[src/rtl/rf_gpio_write_handshake_pkg.sv]
// Shared GPIO field map, default widths and FSM state encoding for the
// GPIO-to-register-file write handshake.
package rf_pkg;
    localparam int REQ_BIT  = 31;
    localparam int ADDR_MSB = 30;
    localparam int ADDR_LSB = 22;
    localparam int DATA_MSB = 21;
    localparam int DATA_LSB = 0;

    localparam int NB_ADDR  = 9;
    localparam int NB_DATA  = 22;
    localparam int MAX_ADDR = 320;

    typedef enum logic [3:0] {
        ST_IDLE     = 4'b0001,
        ST_LATCH    = 4'b0010,
        ST_STROBE   = 4'b0100,
        ST_WAIT_REL = 4'b1000
    } state_t;
endpackage

[src/rtl/rf_gpio_write_handshake_sync.sv]
// Generic 2-flop single-bit synchronizer, async active-low reset.
// Only compiled when RF_GPIO_SYNC_EN is defined, the sole build that uses it.
`ifdef RF_GPIO_SYNC_EN
module rf_bit_sync (
    input  logic clock,
    input  logic rst_n,
    input  logic din,
    output logic dout
);
    logic meta;

    always_ff @(posedge clock or negedge rst_n) begin
        if (!rst_n) begin
            meta <= 1'b0;
            dout <= 1'b0;
        end else begin
            meta <= din;
            dout <= meta;
        end
    end
endmodule
`endif

[src/rtl/rf_gpio_write_handshake.sv]
// Converts the GPIO request level into one write strobe plus a 4-phase ack.
// Define RF_GPIO_SYNC_EN to pass the request bit through a 2-flop synchronizer.
module rf_gpio_write_handshake #(
    parameter int NB_GPIO        = 32,
    parameter int NB_ADDR        = rf_pkg::NB_ADDR,
    parameter int NB_DATA        = rf_pkg::NB_DATA,
    parameter int MAX_ADDR       = rf_pkg::MAX_ADDR,
    parameter int TIMEOUT_CYCLES = 65535,
    parameter int NB_TIMEOUT     = 16,
    parameter int NB_WR_COUNT    = 16
) (
    input  logic                   i_clock,
    input  logic                   i_reset,
    input  logic [NB_GPIO-1:0]     i_gpio_data,
    input  logic                   i_clear_err,
    output logic                   o_wr_strobe,
    output logic [NB_ADDR-1:0]     o_wr_addr,
    output logic [NB_DATA-1:0]     o_wr_data,
    output logic                   o_ack,
    output logic                   o_busy,
    output logic                   o_timeout_err,
    output logic                   o_bad_addr_err,
    output logic [NB_WR_COUNT-1:0] o_wr_count
);
    import rf_pkg::*;

    state_t                state, state_nxt;
    logic                  req;
    logic [NB_ADDR-1:0]    gpio_addr;
    logic [NB_DATA-1:0]    gpio_data;
    logic                  addr_ok;
    logic                  latch_en, tmo_clr, bad_set, tmo_set;
    logic [NB_TIMEOUT-1:0] tmo_cnt;

`ifdef RF_GPIO_SYNC_EN
    rf_bit_sync u_req_sync (
        .clock (i_clock),
        .rst_n (i_reset),
        .din   (i_gpio_data[REQ_BIT]),
        .dout  (req)
    );
`else
    assign req = i_gpio_data[REQ_BIT];
`endif

    // Address/data are taken straight from the GPIO word; software sets them
    // no later than the request, so they are stable by the LATCH cycle.
    assign gpio_addr = i_gpio_data[ADDR_MSB:ADDR_LSB];
    assign gpio_data = i_gpio_data[DATA_MSB:DATA_LSB];
    assign addr_ok   = int'(gpio_addr) < MAX_ADDR;

    always_ff @(posedge i_clock or negedge i_reset) begin
        if (!i_reset) state <= ST_IDLE;
        else          state <= state_nxt;
    end

    always_comb begin
        state_nxt   = state;
        o_wr_strobe = 1'b0;
        o_ack       = 1'b0;
        latch_en    = 1'b0;
        tmo_clr     = 1'b0;
        bad_set     = 1'b0;
        tmo_set     = 1'b0;
        case (state)
            ST_IDLE: begin
                if (req) state_nxt = ST_LATCH;
            end
            ST_LATCH: begin
                latch_en = 1'b1;
                tmo_clr  = 1'b1;
                if (addr_ok) begin
                    state_nxt = ST_STROBE;
                end else begin
                    bad_set   = 1'b1;
                    state_nxt = ST_WAIT_REL;
                end
            end
            ST_STROBE: begin
                o_wr_strobe = 1'b1;
                tmo_clr     = 1'b1;
                state_nxt   = ST_WAIT_REL;
            end
            ST_WAIT_REL: begin
                o_ack = 1'b1;
                if (!req) state_nxt = ST_IDLE;
                // Fires once: the counter saturates at TIMEOUT_CYCLES.
                tmo_set = req && (tmo_cnt == NB_TIMEOUT'(TIMEOUT_CYCLES - 1));
            end
            default: state_nxt = ST_IDLE;
        endcase
    end

    assign o_busy = (state != ST_IDLE);

    always_ff @(posedge i_clock or negedge i_reset) begin
        if (!i_reset) begin
            o_wr_addr <= '0;
            o_wr_data <= '0;
        end else if (latch_en) begin
            o_wr_addr <= gpio_addr;
            o_wr_data <= gpio_data;
        end
    end

    always_ff @(posedge i_clock or negedge i_reset) begin
        if (!i_reset)                 o_wr_count <= '0;
        else if (o_wr_strobe)         o_wr_count <= o_wr_count + 1'b1;
    end

    always_ff @(posedge i_clock or negedge i_reset) begin
        if (!i_reset)
            tmo_cnt <= '0;
        else if (tmo_clr)
            tmo_cnt <= '0;
        else if (state == ST_WAIT_REL && tmo_cnt != NB_TIMEOUT'(TIMEOUT_CYCLES))
            tmo_cnt <= tmo_cnt + 1'b1;
    end

    // Sticky flags: a set in the same cycle as a clear takes priority.
    always_ff @(posedge i_clock or negedge i_reset) begin
        if (!i_reset) begin
            o_bad_addr_err <= 1'b0;
            o_timeout_err  <= 1'b0;
        end else begin
            if (bad_set)          o_bad_addr_err <= 1'b1;
            else if (i_clear_err) o_bad_addr_err <= 1'b0;
            if (tmo_set)          o_timeout_err  <= 1'b1;
            else if (i_clear_err) o_timeout_err  <= 1'b0;
        end
    end
endmodule

[config.mk]
export PLATFORM = sky130hd
export DESIGN_NAME = rf_gpio_write_handshake
export DESIGN_NICKNAME = d
export VERILOG_FILES = /design/src/rtl/rf_gpio_write_handshake_pkg.sv /design/src/rtl/rf_gpio_write_handshake_sync.sv /design/src/rtl/rf_gpio_write_handshake.sv
export SDC_FILE = /design/constraint.sdc
export NUM_CORES = 1
export LEC_CHECK = 0
export CORE_MARGIN = 2
export CORE_UTILIZATION = 48
export CTS_CLUSTER_SIZE = 25
export DETAILED_ROUTE_END_ITERATION = 16
export PLACE_DENSITY = 0.92
export SLEW_MARGIN = 15
export SYNTH_ARGS = -nofsm -noshare
export SYNTH_HDL_FRONTEND = slang
export SYNTH_SLANG_ARGS = --single-unit
[constraint.sdc]
create_clock -name i_clock -period 2.25 [get_ports i_clock]
set_clock_uncertainty 0.2 [all_clocks]
set_input_delay 0.225 -clock i_clock [delete_from_list [all_inputs] [get_ports i_clock]]
set_output_delay 0.225 -clock i_clock [all_outputs]
set_load 0.005 [all_outputs]
==> metrics.yaml <==
outcome:
  status: "finished, final reports clean"
critical_path:
  cp_cell_sequence: "and2b_1 > nand2_2 > inv_4 > clkdlybuf4s50_1"
  cpLargestDelayFamily: "buffers and inverters"
  worst-path-buf-inv: 2
  crit_required_ps: 1820
  path_depth: 4
  critPathCaptureType: "output port"
  rr_endpoint: "o_wr_count[5]"
  worstPathArrival_ps: 1720
  r2r_cells: 5
  worstSetupPathType: "reg -> out"
  path_max_fanout: 5
  crit_path_top_delay_cell: "clkdlybuf4s50_1"
  cp-start-kind: "flop"
  ff2ff_setup_slack_ps: 180
  max_stage_delay_ps: 490
  r2r-start: "state[3]"
power_and_ir_drop:
  switching_power_uw: 1113
  p_sw_share_pct: 27.11
  vdd_ir_drop_max_mv: 0.8084
  power_density_mw_per_mm2: 953.3
  p_clk_share_pct: 21.9
  pwr-share-comb_pct: 34.9
  p_int_uw: 2994
  p_leak_uw: 0.001830
  seq_power_share_pct: 43.2
cells_and_area:
  antenna_cells: 0
  fillers: 446
  nets: 397
  final_cell_area_mm2: 0.004308
  area_delta_synth_final_pct: 40.30
  drive_gt1_share_pct: 20.11
global_routing:
  grt_pass1_vias: 2548
  grt_pass1_wl_mm: 11.67
  grtUsageTotal_pct: 20.94
  grt_overflow: 0
  grt_max_degree: 32
  antenna_found_initial: 0
routing:
  vias: 2326
  firstDrtPassIters: 4
  drt_iter0_drc: 94
  drc_errors: 0
  ant_nets: 0
  drt-wirelength-per-cell_um: 15.22
  via_per_inst: 5.286
  routed_wl_mm: 6.698
die:
  coreArea_mm2: 0.006277
  die_y_um: 83.98
  die_area_mm2: 0.007053
  start_util_pct: 48.91
  num_rows: 29
  ioPinCount: 87
  dieWidth_um: 83.98
yosys:
  ys_types: 44
  synth_top_area_share_pct: 55.42
  yosysMostFrequentCell: "dfrtp_1"
  synthArstFlopShare_pct: 100.0
  ys.flop_type: "dfrtp_1"
  synth_enable_flop_cells: 0
  synth_top_area_cell: "dfrtp_1"
  ys_seq_area_share_pct: 56.28
  avgSynthCellArea_um2: 12.04
  synthTopCellsByArea: "dfrtp_1, mux2_2, nand2_1"
  yosys-top-cells-count: "dfrtp_1, mux2_2, nand2_1"
  ys_seq_elements: 69
  synth_nets: 293
  synth_area_mm2: 0.003070
  yosysWarnings: 0
  netlist_instances: 255
timing:
  max-slew-margin-rel_pct: 59.40
  hold_violations: 0
  min_period_ps: 2143
  fmax_mhz: 466.6
  finalSetupTns_ps: 0
  slew_viol_final: 0
  setup_viol: 0
  rsz0062_at_grt: "no"
  tightest_slew_ps: 609.0
  min_period_over_period_pct: 95.25
clock_network:
  h-tree-depth: 3
  numCtsBuffers: 9
  root_buffer: "clkbuf_8"
  cts_buffer_depth: 2
  clk_latency_ps: 340
  clock_sinks: 69
  cts_tree: "yes"
  clk_pin_slew_ps: 70
run:
  maxCapViolCount: 0
placed_design:
  port_buffers: 86
  postPlaceCellArea_mm2: 0.004108
  dp.final_hpwl_mm: 4.944
  gp_congestion: 0.8222
hold_path:
  hold_class: "in -> async"
## layout make-up
| type | instances | area [um^2] | area share (%) |
|---|---|---|---|
| clock inverter | 3 | 21.27 | 0.4938 |
| sequential | 69 | 1729 | 40.14 |
| multi-input combinational | 171 | 1291 | 29.97 |
| tap | 77 | 96.34 | 2.236 |
| timing repair buffer | 100 | 982.2 | 22.80 |
| clock buffer | 12 | 155.1 | 3.602 |
| inverter | 8 | 32.53 | 0.7552 |
## worst max path at each step
stage,startpoint,endpoint
2_1_floorplan,state[0],o_wr_count[13]
3_3_place_gp,state[0],o_busy
3_5_place_dp,state[3],o_wr_count[13]
4_1_cts,state[2],o_ack
5_1_grt,state[1],o_ack
6_report,state[2],o_ack
## layer usage
layer | share of wire (%) | wire (um) | GRT usage (%) | vias up
met5 | 0 | 0 | 0 | -
met4 | 0.94 | 63 | 7.478 | 0
met3 | 4.9 | 325 | 6.627 | 8
met2 | 53 | 3556 | 36.65 | 54
met1 | 41 | 2752 | 24.11 | 1150
li1 | - | - | - | 1114
## per-stage QoR
step	total power (uW)	util, %	cells	hold WS (ps)	worst slack [ps]
floorplan	2330	-	255	-270.6	229.7
global placement	3166	65.44	423	59.93	132.9
detailed placement	3243	65.44	423	72.92	105.9
CTS	4176	68.51	440	247.3	2.188
global route	4347	68.63	440	281.3	11.55
finish	4107	68.63	440	237.1	106.8
## power groups by stage
stage	sequential (uW)	combinational (uW)	clock, uW
2_1_floorplan	1800	527	0
3_3_place_gp	1780	1390	0
3_5_place_dp	1810	1430	0
4_1_cts	1780	1470	930
5_1_grt	1830	1550	973
6_report	1780	1430	899
## sequential cells by signal (all words and copies together), names as in the netlist
name	flops
state	4
o_timeout_err	1
o_wr_count	16
o_wr_addr	9
o_bad_addr_err	1
tmo_cnt	16
o_wr_data	22
## kinds of logic (layout without fill, tap and decap cells)
| group | count (synthesis) | in the layout | synth area share, % |
|---|---|---|---|
| multiplexers | 40 | 40 | 14.34 |
| AND/OR/NAND/NOR | 86 | 86 | 16.02 |
| XOR/XNOR | 15 | 15 | 4.279 |
| buffers and inverters | 15 | 123 | 2.241 |
| flip-flops | 69 | 69 | 56.28 |
| adder cells (fa/ha/maj) | 3 | 3 | 1.223 |
| AO/OA/AOI/OAI | 27 | 27 | 5.624 |
## cells in the final DEF, fill, tap and decap left out, types with 7 or more instances in the layout
cell type        count
a21oi_1              8
buf_4               11
clkbuf_8            11
clkdlybuf4s50_1     83
dfrtp_1             67
inv_1                7
mux2_2              32
mux2i_1              8
nand2_1             27
nand4_1              7
nor2_1               8
xnor2_1             11
## timing repair
item / in CTS / in global routing
setup buffers: 1 / 0
setup endpoints to repair: 2 / 8
pin swaps: 0 / 1
gates resized for setup: 3 / 5
hold endpoints to repair: 23 / 0
cloned: 0 / 0
hold buffers: 1 / 0
(Power assumes the default switching activity.)
